File: config.mk
export PLATFORM = sky130hd
export DESIGN_NAME = pixel_fb_writer
export DESIGN_NICKNAME = d
export VERILOG_FILES = /design/src/rtl/gpu_pkg.sv /design/src/rtl/pixel_fifo.sv /design/src/rtl/pixel_fb_writer.sv
export SDC_FILE = /design/constraint.sdc
export NUM_CORES = 1
export LEC_CHECK = 0
export CELL_PAD_IN_SITES_DETAIL_PLACEMENT = 1
export CELL_PAD_IN_SITES_GLOBAL_PLACEMENT = 1
export CORE_MARGIN = 2
export CORE_UTILIZATION = 30
export CTS_CLUSTER_DIAMETER = 120
export DETAILED_ROUTE_END_ITERATION = 10
export HOLD_SLACK_MARGIN = 0.03
export PLACE_DENSITY_LB_ADDON = 0.08
export SYNTH_ARGS = -nofsm -noshare
export SYNTH_HDL_FRONTEND = slang
export SYNTH_SLANG_ARGS = --single-unit
export TNS_END_PERCENT = 20
File: constraint.sdc
create_clock -name clock -period 7.26 [get_ports clock]
set_clock_uncertainty 0.2 [all_clocks]
set_input_delay 1.452 -clock clock [delete_from_list [all_inputs] [get_ports clock]]
set_output_delay 1.452 -clock clock [all_outputs]
set_load 0.03 [all_outputs]
File: src/rtl/gpu_pkg.sv
`default_nettype none
// ============================================================================
//  Package     : gpu_pkg
//  Description : Shared types and constants for the rasterizer back end.
//                Holds the default screen size, the framebuffer writer FSM
//                encoding, memory-plane select codes, the packed pixel record
//                carried through the input FIFO, and the depth-test helper.
//  Revision    : 1.0 - initial release
// ============================================================================
package gpu_pkg;

    localparam int DEFAULT_SCREEN_W = 320;
    localparam int DEFAULT_SCREEN_H = 240;

    // Framebuffer writer states
    typedef enum logic [2:0] {
        ST_IDLE = 3'd0,
        ST_CLIP = 3'd1,
        ST_RD_Z = 3'd2,
        ST_WR_C = 3'd3,
        ST_WR_Z = 3'd4
    } fsm_state_t;

    // Memory plane select
    localparam logic MEM_SEL_COLOR = 1'b0;
    localparam logic MEM_SEL_DEPTH = 1'b1;

    // One rasterizer output pixel as stored in the input FIFO
    typedef struct packed {
        logic [15:0] x;
        logic [15:0] y;
        logic [1:0]  depth;
        logic [15:0] color;
    } pixel_t;

    localparam int PIXEL_W = $bits(pixel_t);

    // Depth test: the incoming pixel wins only when strictly nearer.
    // Equal depth keeps what is already in the framebuffer.
    function automatic logic depth_pass(input logic [1:0] new_depth,
                                        input logic [1:0] stored_depth);
        return new_depth < stored_depth;
    endfunction

    // Saturating 16-bit increment used by the status counters
    function automatic logic [15:0] sat_inc16(input logic [15:0] value);
        return (value == 16'hFFFF) ? value : value + 16'd1;
    endfunction

endpackage : gpu_pkg
`default_nettype wire

File: src/rtl/pixel_fifo.sv
`default_nettype none
// ============================================================================
//  Module      : pixel_fifo
//  Description : Synchronous single-clock FIFO with full/empty flags.
//                Read data is presented combinationally from the head entry
//                (show-ahead), so a pop consumes the word visible this cycle.
//  Revision    : 1.0 - initial release
//
//  Ports
//    clock    in   1      clock, all logic on posedge
//    reset_n  in   1      asynchronous active-low reset (pointers only)
//    wr_en    in   1      push request; ignored while full
//    wr_data  in   WIDTH  push data
//    rd_en    in   1      pop request; ignored while empty
//    rd_data  out  WIDTH  head entry
//    full     out  1      no free entry
//    empty    out  1      no valid entry
// ============================================================================
module pixel_fifo #(
    parameter int WIDTH = 8,
    parameter int DEPTH = 8
) (
    input  logic             clock,
    input  logic             reset_n,
    input  logic             wr_en,
    input  logic [WIDTH-1:0] wr_data,
    input  logic             rd_en,
    output logic [WIDTH-1:0] rd_data,
    output logic             full,
    output logic             empty
);

    localparam int AW = $clog2(DEPTH);

    logic [WIDTH-1:0] storage [DEPTH];
    // One extra pointer bit distinguishes full from empty when the
    // index bits are equal.
    logic [AW:0]      wr_ptr;
    logic [AW:0]      rd_ptr;
    logic             do_write;
    logic             do_read;

    assign do_write = wr_en && !full;
    assign do_read  = rd_en && !empty;

    always_ff @(posedge clock or negedge reset_n) begin
        if (!reset_n) begin
            wr_ptr <= '0;
            rd_ptr <= '0;
        end else begin
            if (do_write) begin
                wr_ptr <= wr_ptr + 1'b1;
            end
            if (do_read) begin
                rd_ptr <= rd_ptr + 1'b1;
            end
        end
    end

    // Storage needs no reset: entries are only observed behind valid pointers.
    always_ff @(posedge clock) begin
        if (do_write) begin
            storage[wr_ptr[AW-1:0]] <= wr_data;
        end
    end

    assign rd_data = storage[rd_ptr[AW-1:0]];
    assign empty   = (wr_ptr == rd_ptr);
    assign full    = (wr_ptr[AW] != rd_ptr[AW]) &&
                     (wr_ptr[AW-1:0] == rd_ptr[AW-1:0]);

endmodule : pixel_fifo
`default_nettype wire

File: src/rtl/pixel_fb_writer.sv
`default_nettype none
// ============================================================================
//  Module      : pixel_fb_writer
//  Description : Rasterizer back end. Buffers incoming pixels, clips them to
//                the screen, and performs a depth-tested read-modify-write
//                (read depth, write colour, write depth) against external
//                memory. Counts written and rejected pixels.
//  Revision    : 1.0 - initial release
//
//  Ports
//    clock                in   1       clock, all logic on posedge
//    reset_n              in   1       asynchronous active-low reset
//    in_pixel_valid       in   1       pixel present this cycle
//    in_pixel_ready       out  1       FIFO can accept (= !full)
//    in_pixel_x/_y        in   16      pixel coordinates
//    in_pixel_depth       in   2       pixel depth, smaller = nearer
//    in_pixel_color       in   16      pixel colour
//    in_sig_clear_stats   in   1       synchronous clear of both counters
//    mem_req              out  1       request, held until mem_ack
//    mem_we               out  1       1 = write, 0 = read
//    mem_sel              out  1       0 = colour plane, 1 = depth plane
//    mem_addr             out  ADDR_W  word address y*SCREEN_W + x
//    mem_wdata            out  16      write data
//    mem_rdata            in   16      read data, valid with mem_ack
//    mem_ack              in   1       one-cycle completion pulse
//    out_busy             out  1       FIFO non-empty or FSM not idle
//    out_pixels_written   out  16      saturating count of written pixels
//    out_pixels_rejected  out  16      saturating count of clipped/occluded
// ============================================================================
module pixel_fb_writer
    import gpu_pkg::*;
#(
    parameter int SCREEN_W   = DEFAULT_SCREEN_W,
    parameter int SCREEN_H   = DEFAULT_SCREEN_H,
    parameter int ADDR_W     = 17,
    parameter int FIFO_DEPTH = 8
) (
    input  logic              clock,
    input  logic              reset_n,
    input  logic              in_pixel_valid,
    output logic              in_pixel_ready,
    input  logic [15:0]       in_pixel_x,
    input  logic [15:0]       in_pixel_y,
    input  logic [1:0]        in_pixel_depth,
    input  logic [15:0]       in_pixel_color,
    input  logic              in_sig_clear_stats,
    output logic              mem_req,
    output logic              mem_we,
    output logic              mem_sel,
    output logic [ADDR_W-1:0] mem_addr,
    output logic [15:0]       mem_wdata,
    input  logic [15:0]       mem_rdata,
    input  logic              mem_ack,
    output logic              out_busy,
    output logic [15:0]       out_pixels_written,
    output logic [15:0]       out_pixels_rejected
);

    localparam logic [31:0] SCREEN_W_U = 32'(SCREEN_W);
    localparam logic [31:0] SCREEN_H_U = 32'(SCREEN_H);

    // ------------------------------------------------------------------
    // Input FIFO
    // ------------------------------------------------------------------
    logic   fifo_full;
    logic   fifo_empty;
    logic   fifo_pop;
    pixel_t fifo_in;
    pixel_t fifo_out;

    assign fifo_in = {in_pixel_x, in_pixel_y, in_pixel_depth, in_pixel_color};

    pixel_fifo #(
        .WIDTH (PIXEL_W),
        .DEPTH (FIFO_DEPTH)
    ) u_fifo (
        .clock   (clock),
        .reset_n (reset_n),
        .wr_en   (in_pixel_valid),
        .wr_data (fifo_in),
        .rd_en   (fifo_pop),
        .rd_data (fifo_out),
        .full    (fifo_full),
        .empty   (fifo_empty)
    );

    // No bypass: readiness depends on the current fill only.
    assign in_pixel_ready = !fifo_full;

    // ------------------------------------------------------------------
    // State and registered outputs
    // ------------------------------------------------------------------
    fsm_state_t        state,      state_n;
    pixel_t            px,         px_n;
    logic              req_q,      req_n;
    logic              we_q,       we_n;
    logic              sel_q,      sel_n;
    logic [ADDR_W-1:0] addr_q,     addr_n;
    logic [15:0]       wdata_q,    wdata_n;
    // Set on an ack that chains into another write: the request is raised
    // one cycle later so mem_req is low for the cycle after every ack.
    logic              launch_q,   launch_n;
    logic [15:0]       pixels_written;
    logic [15:0]       pixels_rejected;
    logic              inc_written;
    logic              inc_rejected;

    logic [31:0]       addr_full;
    logic              off_screen;
    logic              ack_seen;

    assign addr_full  = ({16'b0, px.y} * SCREEN_W_U) + {16'b0, px.x};
    // Compare in 32 bits so 16'hFFFF is clipped instead of wrapping.
    assign off_screen = ({16'b0, px.x} >= SCREEN_W_U) ||
                        ({16'b0, px.y} >= SCREEN_H_U);
    // Acks only count against an outstanding request.
    assign ack_seen   = req_q && mem_ack;

    always_comb begin
        state_n      = state;
        px_n         = px;
        req_n        = req_q;
        we_n         = we_q;
        sel_n        = sel_q;
        addr_n       = addr_q;
        wdata_n      = wdata_q;
        launch_n     = launch_q;
        fifo_pop     = 1'b0;
        inc_written  = 1'b0;
        inc_rejected = 1'b0;

        unique case (state)
            ST_IDLE: begin
                if (!fifo_empty) begin
                    fifo_pop = 1'b1;
                    px_n     = fifo_out;
                    state_n  = ST_CLIP;
                end
            end

            ST_CLIP: begin
                if (off_screen) begin
                    inc_rejected = 1'b1;
                    state_n      = ST_IDLE;
                end else begin
                    req_n   = 1'b1;
                    we_n    = 1'b0;
                    sel_n   = MEM_SEL_DEPTH;
                    addr_n  = addr_full[ADDR_W-1:0];
                    state_n = ST_RD_Z;
                end
            end

            ST_RD_Z: begin
                if (ack_seen) begin
                    req_n = 1'b0;
                    if (depth_pass(px.depth, mem_rdata[1:0])) begin
                        we_n     = 1'b1;
                        sel_n    = MEM_SEL_COLOR;
                        wdata_n  = px.color;
                        launch_n = 1'b1;
                        state_n  = ST_WR_C;
                    end else begin
                        inc_rejected = 1'b1;
                        state_n      = ST_IDLE;
                    end
                end
            end

            ST_WR_C: begin
                if (launch_q) begin
                    req_n    = 1'b1;
                    launch_n = 1'b0;
                end else if (ack_seen) begin
                    req_n    = 1'b0;
                    sel_n    = MEM_SEL_DEPTH;
                    wdata_n  = {14'b0, px.depth};
                    launch_n = 1'b1;
                    state_n  = ST_WR_Z;
                end
            end

            ST_WR_Z: begin
                if (launch_q) begin
                    req_n    = 1'b1;
                    launch_n = 1'b0;
                end else if (ack_seen) begin
                    req_n       = 1'b0;
                    inc_written = 1'b1;
                    state_n     = ST_IDLE;
                end
            end

            default: begin
                req_n    = 1'b0;
                launch_n = 1'b0;
                state_n  = ST_IDLE;
            end
        endcase
    end

    always_ff @(posedge clock or negedge reset_n) begin
        if (!reset_n) begin
            state    <= ST_IDLE;
            px       <= '0;
            req_q    <= 1'b0;
            we_q     <= 1'b0;
            sel_q    <= 1'b0;
            addr_q   <= '0;
            wdata_q  <= '0;
            launch_q <= 1'b0;
        end else begin
            state    <= state_n;
            px       <= px_n;
            req_q    <= req_n;
            we_q     <= we_n;
            sel_q    <= sel_n;
            addr_q   <= addr_n;
            wdata_q  <= wdata_n;
            launch_q <= launch_n;
        end
    end

    // ------------------------------------------------------------------
    // Status counters; clear has priority over a same-cycle increment
    // ------------------------------------------------------------------
    always_ff @(posedge clock or negedge reset_n) begin
        if (!reset_n) begin
            pixels_written  <= '0;
            pixels_rejected <= '0;
        end else if (in_sig_clear_stats) begin
            pixels_written  <= '0;
            pixels_rejected <= '0;
        end else begin
            if (inc_written) begin
                pixels_written <= sat_inc16(pixels_written);
            end
            if (inc_rejected) begin
                pixels_rejected <= sat_inc16(pixels_rejected);
            end
        end
    end

    assign mem_req             = req_q;
    assign mem_we              = we_q;
    assign mem_sel             = sel_q;
    assign mem_addr            = addr_q;
    assign mem_wdata           = wdata_q;
    assign out_busy            = !fifo_empty || (state != ST_IDLE);
    assign out_pixels_written  = pixels_written;
    assign out_pixels_rejected = pixels_rejected;

endmodule : pixel_fb_writer
`default_nettype wire
==> results of run 1 <==
## flip-flops by register name, summed over array words and instances, names as in the netlist
name / count
launch_q: 1
mem_addr: 17
mem_req: 1
mem_sel: 1
mem_wdata: 16
mem_we: 1
out_pixels_rejected: 16
out_pixels_written: 16
px: 50
state: 3
u_fifo.rd_ptr: 4
u_fifo.storage: 400
u_fifo.wr_ptr: 4
## kinds of logic after synthesis
group	count (synthesis)	share of synthesized area
compound gates	148	0.0425
xor+xnor	42	0.0173
fa+ha+maj	33	0.0201
buf+inv	70	0.0131
flops	530	0.718
mux	165	0.137
simple gates	228	0.0520
## tightest hold or removal path, stage by stage (launching register included)
cell	delay, ns
dfrtp_1	0.34
nand2_1	0.05
o21ai_0	0.06
## worst paths after layout
path,startpoint,end,slack [ns],cells past startpoint
hold / removal,px[34],px[34],0.27,2
min in group asynchronous,reset_n,out_pixels_written[6],0.75,1
setup / recovery,u_fifo.rd_ptr[1],out_busy,2.71,4
hold reg to reg,px[34],px[34],0.27,2
max in group asynchronous,reset_n,u_fifo.rd_ptr[1],4.77,2
setup reg to reg,px[21],mem_addr[16],3.75,14
## final cells by class
cell class,count,area (µm²)
diodes,2,5.00
clock inverters,46,493
well taps,940,1180
multi-input cells,616,5800
clock buffers,66,1520
repair buffers,148,1430
fillers,7027,44400
inverters,14,52.6
flip-flops and latches,530,15300
## per-stage QoR
| step | hold WS, ns | area, µm² | setup WS, ns |
|---|---|---|---|
| after detailed placement | 0.267 | 23700 | 3.11 |
| after global placement | 0.259 | 23700 | 3.10 |
| after global routing | 0.309 | 25700 | 2.57 |
| final | 0.275 | 25800 | 2.71 |
| after floorplan | 0.246 | 21300 | 0.132 |
| after CTS | 0.281 | 25700 | 2.59 |
## Yosys cell counts (all sizes together), types with 2 or more instances
cell / instances
mux2: 12
xnor2: 28
xor2: 14
a31oi: 3
or4: 2
and4: 3
nor4: 6
and3: 4
a211oi: 3
nor2: 40
mux2i: 53
o21ai: 78
or3: 6
o21a: 3
inv: 14
and2: 7
nor2b: 7
buf: 17
nor3: 8
a21oi: 25
nor3b: 3
nand3: 24
fa: 2
edfxtp: 400
o211ai: 2
nand4: 9
mux4: 100
a21o: 6
a31o: 5
nor4b: 2
dfrtp: 130
clkbuf: 39
ha: 31
o31ai: 2
nand2: 98
a22o: 14
nand2b: 6
## where the power goes
part           switching (W)  total (W)  internal, W
logic                0.00184    0.00331      0.00147
registers           0.000465    0.00434      0.00388
clock network        0.00124    0.00310      0.00186
## metal layers
metal / track usage / vias up / routed length [µm]
li1: - / 5066 / -
met4: 0.0340 / 4 / 987
met3: 0.0277 / 73 / 2120
met5: 0 / - / 19
met1: 0.208 / 5986 / 25100
met2: 0.245 / 185 / 25800
==> impl_metrics.ini, run 1 <==
[route]
wl_per_cell_um = 22.9
drt_first_pass_iters = 4
antenna_left = 0
drc_errors = 0
wirelength_um = 54000
vias = 11314
viasPerCell = 4.79
drtIter0Drc = 651

[logic_synthesis]
ys_seq_area_frac = 0.718
syn_avg_cell_area_um2 = 17.5
yosysTopAreaCell = edfxtp_1
synth_cell_types = 57
synth-main-ff-cell = edfxtp_1
syn-cell-area_um2 = 21300
yosysTopAreaCellShare = 0.565
syn_nets = 1320
async_flop_share = 0.245
yosysWarnings = 0
syn_inst = 1216
synth-edff-count = 400
synth.top_cells.by_area = edfxtp_1 56%, dfrtp_1 15%, mux4_2 11%
synth-seq-cells = 530

[floorplanning]
start_util = 0.303
dieArea_um2 = 73100
row_count = 97
coreArea_um2 = 70100
num_io_pins = 141
die_h_um = 270
die_w_um = 270

[place]
hpwl_um = 30300
placedCellCount = 2248
portBuffers = 126
place.gp.congestion = 0.710

[clock_tree]
cts_buffer_depth = 3
cts_resized = 0
clock-sinks = 530
cts_inserted_buffers = 60
clock_latency_ns = 0.61
cts_setup_buffers = 0
cts_max_level = 2
cts_tree = done
postCtsHoldBufs = 0
cts-root-buf = clkbuf_16
clk_pin_slew_ns = 0.06

[layout]
areaGrowthSynthToFinish_pct = 21.1
final_common_cell = edfxtp_1
fin_nets = 1474
final_cell_mix = 400 x edfxtp_1, 127 x dfrtp_1, 125 x clkdlybuf4s50_1
instances_no_fill = 2362
drive_above_1_share = 0.178
fin_util = 0.367

[sta]
fin_crit_sh = 0.626
final-max-slew-violation-count = 0
slew_headroom = 0.334
rsz0062_at_grt = false
setup_viol = 0
period_needed_ns = 4.55
finalHoldViolations = 0
fmax_ghz = 0.220
worst_pin_slew_ns = 0.999
tns_ns = 0

[worst_setup_path]
crit_required_ns = 5.61
critPathLaunchType = flop
crit_chain = xnor2_1 > nand4b_1 > nand2b_1 > clkdlybuf4s50_1
worstSetupEndpointType = output pin
crit_fanout = 48
arrival_ns = 2.89
criticalPathCategory = flop to output pin
max_stage_delay_ns = 0.98
crit_family = flip-flops
crit_buf_inv = 1
worst_path_max_delay_cell = dfrtp_4

[grt]
antenna_found_initial = 2
grt_pass1_wl_um = 82500
grt_max_degree = 81
grt_usage = 0.150
grt_pass1_vias = 12528
overflow = 0

[run]
maxCapViolations = 0

[power]
p_leak_nw = 8.98
total_power_w = 0.0107
powerDensity_nw_per_um2 = 417
irDropWorstVdd_v = 0.000194

[hold_path]
hold_class = flop to flop

[status]
status = finished, final reports clean
Note: power is estimated with default switching activity, not from simulation.
==> run 2: changes to the inputs <==
Clock period 7.26 ns to 4.75 ns, I/O delays scaled along.
==> impl_metrics.ini, run 2 (synthesized netlist as in run 1, its figures left out) <==
[floorplanning]
die_w_um = 270
row_count = 97
start_util = 0.303
coreArea_um2 = 70100
dieArea_um2 = 73100
die_h_um = 270
num_io_pins = 141

[layout]
fin_nets = 1480
drive_above_1_share = 0.181
final_common_cell = edfxtp_1
final_cell_mix = 400 x edfxtp_1, 127 x dfrtp_1, 125 x clkdlybuf4s50_1
diodes = 0
largest_register_ffs = 400
areaGrowthSynthToFinish_pct = 21.6

[sta]
fin_crit_sh = 0.789
setup_slack_ns = 1.00
setup_viol = 0
finalHoldViolations = 0
fmax_ghz = 0.267
final-max-slew-violation-count = 0
rsz0062_at_grt = false
slew_headroom = 0.375
period_needed_ns = 3.75
worst_pin_slew_ns = 0.937

[grt]
grt_pass1_wl_um = 81700
overflow = 0
grt_usage = 0.149
grt_max_degree = 80
grt_pass1_vias = 12316
antenna_found_initial = 3

[place]
hpwl_um = 30600
place.gp.congestion = 0.747
place_ws_ns = 1.08
portBuffers = 126

[run]
maxCapViolations = 0

[power]
internal_power_w = 0.0111
power_frac_comb = 0.327
p_sw_w = 0.00549
total_power_w = 0.0166
power_frac_seq = 0.385
p_sw_frac = 0.332
power.share.clock = 0.288
powerDensity_nw_per_um2 = 640
p_leak_nw = 9.02
irDropWorstVdd_v = 0.000449

[status]
status = finished, final reports clean

[clock_tree]
cts_max_level = 2
cts_setup_buffers = 0
clock-sinks = 530
cts_buffer_depth = 3
cts-root-buf = clkbuf_16
cts_inserted_buffers = 60
cts_tree = done
clock_latency_ns = 0.62
clk_pin_slew_ns = 0.06
cts_resized = 0
postCtsHoldBufs = 0

[route]
drtIter0Drc = 634
drt_first_pass_iters = 5
wirelength_um = 54100
wl_per_cell_um = 22.8
met2_length_um = 25500
wl_met1_um = 25700
wl_met3_um = 1990
antenna_left = 0
top_layer_used = met5
vias = 11331
drc_errors = 0
viasPerCell = 4.79

[hold_path]
hold_class = input pin to asynchronous set/reset pin

[worst_setup_path]
crit_fanout = 10
criticalPathCategory = flop to output pin
critPathLaunchType = flop
worst_path_max_delay_cell = dfrtp_1
crit_required_ns = 3.60
crit_family = flip-flops
arrival_ns = 2.60
worstSetupEndpointType = output pin
max_stage_delay_ns = 0.65
crit_buf_inv = 1
crit_chain = xnor2_1 > nand4b_1 > nand2b_1 > clkdlybuf4s50_1
==> run 2: worst register-to-register path: cells and delay by family (launching register included) <==
kind | cells | cell delay [ns]
AOI/OAI and AO/OA | 5 | 1.01
xor gates and xnor gates | 2 | 0.37
adders and majority gates | 4 | 1.27
DFF | 1 | 0.41
and+or+nand+nor | 3 | 0.20
==> run 2: worst paths after layout <==
| path | start | to | slack, ns | depth (start not counted) |
|---|---|---|---|---|
| worst max-delay path | u_fifo.wr_ptr[0] | out_busy | 1.00 | 4 |
| worst min-delay path | reset_n | out_pixels_written[6] | 0.12 | 1 |
| worst max register to register | px[19] | mem_addr[16] | 1.16 | 14 |
| worst min register to register | mem_addr[15] | mem_addr[15] | 0.28 | 2 |
| max in group asynchronous | reset_n | out_pixels_written[14] | 3.33 | 2 |
| min in group clock | mem_addr[15] | mem_addr[15] | 0.28 | 2 |
==> run 2: final cells by class <==
type / count / area, µm²
Multi-Input combinational cell: 616 / 5810
Fill cell: 7051 / 44300
Clock buffer: 88 / 1680
Timing Repair Buffer: 154 / 1510
Clock inverter: 26 / 375
Tap cell: 940 / 1180
Sequential cell: 530 / 15300
Inverter: 14 / 52.6
==> run 2: layer usage <==
| layer | GRT usage | vias to the layer above |
|---|---|---|
| met5 | 0 | - |
| li1 | - | 5060 |
| met3 | 0.0270 | 66 |
| met1 | 0.209 | 6011 |
| met4 | 0.0320 | 4 |
| met2 | 0.243 | 190 |
==> run 2: power by group through the flow <==
stage	Sequential (W)	Combinational, W	Clock, W
finish	0.00637	0.00542	0.00476
global route	0.00647	0.00601	0.00511
CTS	0.00640	0.00560	0.00492
detailed placement	0.00648	0.00559	0
global placement	0.00645	0.00554	0
floorplan	0.00643	0.00375	0
==> run 2: stage by stage <==
step           instances  setup TNS (ns)  hold WS (ns)  instance area (µm²)   util
2_1_floorplan       1216         -232.26         0.246                21300      -
3_3_place_gp        2254               0         0.259                23800  0.340
3_5_place_dp        2254               0         0.269                23800  0.340
4_1_cts             2368               0         0.117                25900  0.369
5_1_grt             2368               0         0.137                25900  0.369
6_report            2368               0         0.117                25900  0.369
